$ cat src/rtl/arith_unit_mc.sv
// Multi-cycle arithmetic slice: single-cycle add/sub, iterative shift-add
// multiply and restoring divide with a start/busy/done handshake.
module arith_unit_mc #(
  parameter int DATA_WIDTH = 8
) (
  input  logic                  clk,
  input  logic                  rst,
  input  logic [DATA_WIDTH-1:0] A_Arith,
  input  logic [DATA_WIDTH-1:0] B_Arith,
  input  logic                  Arith_En,
  input  logic [1:0]            ALU_FUN_LS,
  output logic                  Busy,
  output logic [DATA_WIDTH-1:0] Arith_OUT,
  output logic [DATA_WIDTH-1:0] Carry_OUT,
  output logic                  Arith_Flag,
  output logic                  Div_Zero
);

  localparam int W  = DATA_WIDTH;
  localparam int CW = $clog2(DATA_WIDTH + 1);
  localparam logic [CW-1:0] LAST = CW'(DATA_WIDTH - 1);

  typedef enum logic [1:0] {IDLE, MUL, DIV} state_t;

  state_t          state, state_nxt;
  logic [CW-1:0]   cnt;
  logic [W-1:0]    b_reg;
  logic [W-1:0]    hi_reg;
  logic [W-1:0]    lo_reg;
  logic            accept;
  logic            last_step;
  logic [2*W-1:0]  step_res;

  // Full-width sum: carry-out lands in bit 0 of the high word.
  function automatic logic [2*W-1:0] add_full(input logic [W-1:0] a, input logic [W-1:0] b);
    logic [W:0] s;
    s = {1'b0, a} + {1'b0, b};
    return {{(W-1){1'b0}}, s};
  endfunction

  // Difference sign-extended to 2W bits.
  function automatic logic [2*W-1:0] sub_full(input logic [W-1:0] a, input logic [W-1:0] b);
    logic [W-1:0] d;
    d = a - b;
    return {{W{a < b}}, d};
  endfunction

  // One shift-add step; {hi,lo} holds partial product above remaining multiplier bits.
  function automatic logic [2*W-1:0] mul_step(input logic [W-1:0] hi, input logic [W-1:0] lo,
                                              input logic [W-1:0] mcand);
    logic [W:0] sum;
    sum = {1'b0, hi} + (lo[0] ? {1'b0, mcand} : {(W+1){1'b0}});
    return {sum[W:1], sum[0], lo[W-1:1]};
  endfunction

  // One restoring step; hi is the partial remainder, lo shifts dividend out / quotient in.
  function automatic logic [2*W-1:0] div_step(input logic [W-1:0] hi, input logic [W-1:0] lo,
                                              input logic [W-1:0] dvsr);
    logic [W:0] sh;
    logic [W:0] diff;
    sh   = {hi, lo[W-1]};
    diff = sh - {1'b0, dvsr};
    if (sh >= {1'b0, dvsr})
      return {diff[W-1:0], lo[W-2:0], 1'b1};
    else
      return {sh[W-1:0], lo[W-2:0], 1'b0};
  endfunction

  assign accept    = (state == IDLE) && Arith_En;
  assign last_step = (cnt == LAST);
  assign Busy      = (state != IDLE);

  // Iteration result for whichever multi-cycle op is in flight
  always_comb begin
    step_res = mul_step(hi_reg, lo_reg, b_reg);
    if (state == DIV)
      step_res = div_step(hi_reg, lo_reg, b_reg);
  end

  // State register
  always_ff @(posedge clk or posedge rst) begin
    if (rst) state <= IDLE;
    else     state <= state_nxt;
  end

  // Next-state: only mul and non-zero divide leave IDLE
  always_comb begin
    state_nxt = state;
    case (state)
      IDLE: begin
        if (Arith_En && ALU_FUN_LS == 2'b10)
          state_nxt = MUL;
        else if (Arith_En && ALU_FUN_LS == 2'b11 && B_Arith != '0)
          state_nxt = DIV;
      end
      MUL, DIV: if (last_step) state_nxt = IDLE;
      default:  state_nxt = IDLE;
    endcase
  end

  // Operand capture, iteration registers and result outputs
  always_ff @(posedge clk or posedge rst) begin
    if (rst) begin
      cnt        <= '0;
      b_reg      <= '0;
      hi_reg     <= '0;
      lo_reg     <= '0;
      Arith_OUT  <= '0;
      Carry_OUT  <= '0;
      Arith_Flag <= 1'b0;
      Div_Zero   <= 1'b0;
    end else begin
      Arith_Flag <= 1'b0;
      if (accept) begin
        cnt      <= '0;
        b_reg    <= B_Arith;
        hi_reg   <= '0;
        lo_reg   <= A_Arith;
        Div_Zero <= (ALU_FUN_LS == 2'b11) && (B_Arith == '0);
        case (ALU_FUN_LS)
          2'b00: begin
            {Carry_OUT, Arith_OUT} <= add_full(A_Arith, B_Arith);
            Arith_Flag             <= 1'b1;
          end
          2'b01: begin
            {Carry_OUT, Arith_OUT} <= sub_full(A_Arith, B_Arith);
            Arith_Flag             <= 1'b1;
          end
          2'b11: begin
            if (B_Arith == '0) begin
              Arith_OUT  <= '1;
              Carry_OUT  <= A_Arith;
              Arith_Flag <= 1'b1;
            end
          end
          default: ;
        endcase
      end else if (state != IDLE) begin
        {hi_reg, lo_reg} <= step_res;
        cnt              <= cnt + CW'(1);
        if (last_step) begin
          {Carry_OUT, Arith_OUT} <= step_res;
          Arith_Flag             <= 1'b1;
        end
      end
    end
  end

endmodule

$ cat config.mk
export PLATFORM = sky130hd
export DESIGN_NAME = arith_unit_mc
export DESIGN_NICKNAME = d
export VERILOG_FILES = /design/src/rtl/arith_unit_mc.sv
export SDC_FILE = /design/constraint.sdc
export NUM_CORES = 1
export LEC_CHECK = 0
export ABC_AREA = 1
export BUFFER_PORTS_ARGS = -buffer_cell sky130_fd_sc_hd__buf_2
export CAP_MARGIN = 20
export CORE_MARGIN = 4
export CORE_UTILIZATION = 60
export DETAILED_ROUTE_END_ITERATION = 8
export MAX_ROUTING_LAYER = met4
export PLACE_DENSITY = 0.81
export SKIP_LAST_GASP = 1
export SYNTH_ARGS = -nofsm -noshare
export SYNTH_HDL_FRONTEND = slang
export SYNTH_SLANG_ARGS = --single-unit
$ cat constraint.sdc
create_clock -name clk -period 2.6 [get_ports clk]
set_input_delay 0.26 -clock clk [delete_from_list [all_inputs] [get_ports clk]]
set_output_delay 0.26 -clock clk [all_outputs]
set_load 0.02 [all_outputs]
# After elaboration in Yosys (flattened, before gate mapping)
# Cells that the tools add are included.
[word_totals]
word_cells = 70
regBits = 48
inputBits = 21
output_inout_bits = 19
[classes]
muxes = 28
order_cmp = 2
n_eq_ne = 10
addsub = 5
n_reduce_logical = 16
[ops]
columns = ["cell", "count"]
rows = [
  ["8-bit 2-to-1 mux", 13],
  ["8-bit one-hot mux with 3 select lines", 2],
  ["16-bit 2-to-1 mux", 2],
  ["8-bit by 8-bit adder with 9-bit output", 2],
  ["8-bit subtractor", 2],
  ["9-bit by 8-bit greater-or-equal comparator with 1-bit output", 1],
  ["8-bit logical NOT", 1],
  ["8-bit < comparator", 1],
  ["4-bit 2-to-1 mux", 2],
  ["8-bit nonzero test", 1],
  ["2-bit equality test (second input constant)", 3],
  ["2-bit 2-to-1 mux", 3],
  ["2-bit nonzero test", 3],
  ["1-bit logical AND", 5],
  ["4-bit by 1-bit adder with 4-bit output (second input constant)", 1],
  ["2-bit by 1-bit equality test with 1-bit output (second input constant)", 2],
  ["4-bit by 3-bit equality test with 1-bit output (second input constant)", 1],
  ["2-bit logical NOT", 2],
  ["1-bit 2-to-1 mux", 4],
  ["4-bit by 1-bit != test with 1-bit output (second input constant)", 1],
  ["2-bit one-hot mux with 2 select lines", 1],
  ["4-bit AND reduction", 1],
  ["2-bit OR reduction", 2],
  ["3-bit by 1-bit != test with 1-bit output (second input constant)", 1],
  ["4 further kinds", 4],
]

# Longest topological paths before layout
[depth]
depth_word = 6
mapped_depth = 14
depth_no_buf = 14

# Worst setup path after synthesis
# Ideal clock, no wire load.
[synth_timing]
path_type = "register to register"
from = "register lo_reg[0]"
to = "register Carry_OUT[3]"
synth_period_minus_slack_ns = 1.950
arrival_time_ns = 1.824
path_slack_ns = 0.650
stages_incl_launch_ff = 13
path_cell_list = "dfrtp_1 -> clkbuf_1 -> nand2_1 -> inv_1 -> ha_1 -> fa_1 -> nand3_1 -> nand3_1 -> xor2_1 -> o21ai_0 -> inv_1 -> nand2_1 -> a31oi_1"
[synth_via]
elab_chain_cells = 6
[synth_lines]
columns = ["element", "line_no", "text"]
rows = [
  ["from (decl)", "29", "logic [W-1:0] lo_reg;"],
  ["from (signal assigned)", "118", "lo_reg <= A_Arith;"],
  ["from (signal assigned)", "139", "{hi_reg, lo_reg} <= step_res;"],
  ["8-bit 2-to-1 mux", "52", "sum = {1'b0, hi} + (lo[0] ? {1'b0, mcand} : {(W+1){1'b0}});"],
  ["8-bit by 8-bit adder with 9-bit output", "52", ""],
  ["16-bit 2-to-1 mux", "76", "if (state == DIV)"],
  ["8-bit 2-to-1 mux", "141", "if (last_step) begin"],
  ["8-bit 2-to-1 mux", "138", "end else if (state != IDLE) begin"],
  ["8-bit 2-to-1 mux", "114", "if (accept) begin"],
  ["to (signal assigned)", "122", "{Carry_OUT, Arith_OUT} <= add_full(A_Arith, B_Arith);"],
  ["to (signal assigned)", "126", "{Carry_OUT, Arith_OUT} <= sub_full(A_Arith, B_Arith);"],
  ["to (signal assigned)", "142", "{Carry_OUT, Arith_OUT} <= step_res;"],
  ["to (decl)", "14", "output logic [DATA_WIDTH-1:0] Carry_OUT,"],
]
# Every way passes these cells. The select of a mux whose other input is x is not followed.
# A chain may end at the register's enable or synchronous reset.

# Final worst setup path
[layout_timing]
from = "register lo_reg[0]"
to = "register Carry_OUT[2]"
# Same word-level chain as after synthesis.

==> results.sh <==
export IMPL_hold_buffers=0
export IMPL_endpoint_kind="flip-flop"
export IMPL_maxCapViolations=0
export IMPL_register_area_um2=1200
export IMPL_critical_path_buf_inv_count=1
export IMPL_cp_num_cells=12
export IMPL_cts_root_buf="clkbuf_8"
export IMPL_routabilityCongestion=1.00
export IMPL_setup_tns_ns=0
export IMPL_tightestPinTransition_ns=0.605
export IMPL_cts_tree="yes"
export IMPL_setup_violations=0
export IMPL_min_period_ns=2.17
export IMPL_power_share_switching_pct=53.1
export IMPL_first_iter_violations=318
export IMPL_syn_nets=641
export IMPL_fmax_mhz=460
export IMPL_cp_start_kind="flip-flop"
export IMPL_overflow=0
export IMPL_antenna_left=0
export IMPL_first_pass_iters=6
export IMPL_remaining_drc_errors=0
export IMPL_synth_flop_cell="dfrtp_1"
export IMPL_start_util_pct=63.3
export IMPL_worst_path_most_repeated_cell="nand2_1"
export IMPL_drive_gt1_share_pct=14.4
export IMPL_syn_inst=581
export IMPL_post_dp_cell_area_um2=4360
export IMPL_worst_path_max_fanout=10
export IMPL_synth_largest_area_cell="dfrtp_1"
export IMPL_ys_seq_elements=48
export IMPL_slowest_delay_ns=0.49
export IMPL_fin_area_um2=4490
export IMPL_status="completed"
export IMPL_clockBufferDepth=2
export IMPL_grt_pass1_vias=3845
export IMPL_cts_setup_buffers=0
export IMPL_worstPathCellList="nand2_1 -> inv_1 -> ha_1 -> a21oi_1 -> nand2_1 -> or2_2 -> nand3_1 -> nand3_1 -> nand3_1 -> nand2_1 -> nand2_1 -> nand2_1"
export IMPL_wl_per_cell_um=16.4
export IMPL_worstPathRequired_ns=2.81
export IMPL_p_comb_share_pct=66.3
export IMPL_p_sw_uw=3270
export IMPL_multiInputGateArea_um2=2500
export IMPL_cts_clk_slew_worst_paths_ns=0.10
export IMPL_clkPwrFrac_pct=10.7
export IMPL_cts_sinks=48
export IMPL_clock_latency_ns=0.31
export IMPL_synth_most_common_cell="nand2_1"
export IMPL_slew_viol_final=0
export IMPL_routed_via_density=5.79
export IMPL_timing_hold_ws_ns=0.00942
export IMPL_netlist_top_cells_count="nand2_1 (137), inv_1 (79), nand3_1 (55), dfrtp_1 (48), nor2_1 (48)"
export IMPL_grtUsageTotal_pct=29.5
export IMPL_fin_skew_ns=0.0100
export IMPL_io_pins=40
export IMPL_synth_edf_count=0
export IMPL_p_int_uw=2890
export IMPL_powerDensity_nw_per_um2=1370
export IMPL_p_seq_share_pct=23.0
export IMPL_max_vdd_ir_drop_mv=0.815
export IMPL_yosysSeqAreaShare_pct=29.2
export IMPL_fill_cells=579
export IMPL_fin_nets=677
export IMPL_grt_max_degree=39
export IMPL_avgSynthCellArea_um2=7.08
export IMPL_rows=29
export IMPL_async_flop_share_pct=100
export IMPL_cpLargestDelayFamily="simple AND/OR/NAND/NOR gates"
export IMPL_n_antenna_cell=0
export IMPL_numCtsBuffers=5
export IMPL_r2r_cells=12
export IMPL_die_area_um2=8240
export IMPL_hold_viol=0
export IMPL_slowest_stage="dfrtp_1"
export IMPL_routed_wirelength_um=11400
export IMPL_leakage_uw=0.00242
export IMPL_syn_area_um2=4110
export IMPL_die_h_um=90.8
export IMPL_synthTopCellsByArea="dfrtp_1 (29%), nand2_1 (13%), ha_1 (11%)"
export IMPL_rsz0062_at_grt="false"
export IMPL_hold_class="in -> async"
export IMPL_core_um2=6490
export IMPL_dpl_hpwl_um=9190
export IMPL_die_w_um=90.8
export IMPL_htree_levels=2
export IMPL_syn2layout_area_growth_pct=9.19
export IMPL_antenna_found_initial=0
export IMPL_yosys_warnings=0
export IMPL_cts_resized=0
export IMPL_grt_first_pass_wirelength_um=18900
export IMPL_crit_arrival_ns=2.38
export IMPL_synthDistinctLibCells=43
export IMPL_synth_top_area_share_pct=29.2
export IMPL_route_vias_total=4021
export IMPL_portBuffers=39
export IMPL_critical_path_class="reg -> reg"
export IMPL_post_route_period_util_pct=83.6
export IMPL_slew_headroom_pct=59.6
==> per-stage QoR <==
step                power (uW)  utilization [%]  setup slack [ns]  std cells
finish                    6150             69.1             0.426        694
global route              6740             69.1             0.257        694
CTS                       6110             69.1             0.453        694
detailed placement        5450             67.1             0.480        687
global placement          5350             67.1             0.493        687
floorplan                 4450                -             0.650        581
==> layer usage <==
metal / GRT usage [%] / up-vias / wire, um
li1: - / 1970 / -
met3: 4.42 / 38 / 875
met4: 11.4 / 0 / 352
met2: 45.4 / 187 / 5230
met5: - / - / 0
met1: 39.3 / 1826 / 4940
==> cell type report <==
class / count / area share [%]
well taps: 77 / 2.15
clock inverters: 2 / 1.34
multi-input cells: 432 / 55.6
inverters: 84 / 7.08
flip-flops and latches: 48 / 26.8
clock buffers: 5 / 1.53
repair buffers: 46 / 5.52
==> power groups by stage <==
stage / combinational, uW / sequential [uW] / clock, uW
after CTS: 4060 / 1400 / 651
after floorplan: 2990 / 1460 / 0
after global placement: 3950 / 1400 / 0
after detailed placement: 4030 / 1420 / 0
final: 4080 / 1410 / 656
after global routing: 4600 / 1450 / 687
==> cell usage in the layout (no fill, tap or decap), types with 2 or more instances in the layout <==
master       n
nand2_1    137
inv_1       78
nand3_1     55
dfrtp_1     48
nor2_1      48
a21oi_1     40
buf_2       39
ha_1        35
o21ai_0     33
nand4_1     10
nand3_2      9
xor2_1       9
nand2_2      7
a31oi_1      7
buf_4        7
o21ai_1      6
inv_2        5
clkbuf_8     5
fa_1         4
nor2_4       3
o21bai_1     3
o211ai_1     3
nor3_2       2
nand3b_1     2
o21ai_2      2
a21oi_2      2
bufinv_16    2
==> worst register-to-register path: cells and delay by family (launching register included) <==
kind / cells / cell delay (ns)
buffers and inverters: 1 / 0.04
adders and majority gates: 1 / 0.34
and+or+nand+nor: 9 / 1.07
DFF: 1 / 0.49
AOI/OAI and AO/OA: 1 / 0.15
==> cells by family (layout without fill, tap and decap cells) <==
logic type | after synthesis | after routing | synth area share (%)
simple gates | 280 | 280 | 32.0
buf+inv | 101 | 137 | 10.0
xor+xnor | 10 | 10 | 2.13
flops | 48 | 48 | 29.2
compound gates | 103 | 103 | 14.0
fa+ha+maj | 39 | 39 | 12.6
==> worst paths after layout <==
| path | slack, ns | from | end |
|---|---|---|---|
| setup / recovery | 0.43 | lo_reg[0] | Carry_OUT[2] |
| hold / removal | 0.009 | rst | Carry_OUT[6] |
| setup reg to reg | 0.43 | lo_reg[0] | Carry_OUT[2] |
| hold reg to reg | 0.49 | Carry_OUT[6] | Carry_OUT[6] |
| max in group asynchronous | 1.97 | rst | cnt[2] |
| min in group clk | 0.29 | B_Arith[0] | b_reg[0] |
Note: power is estimated with default switching activity, not from simulation.
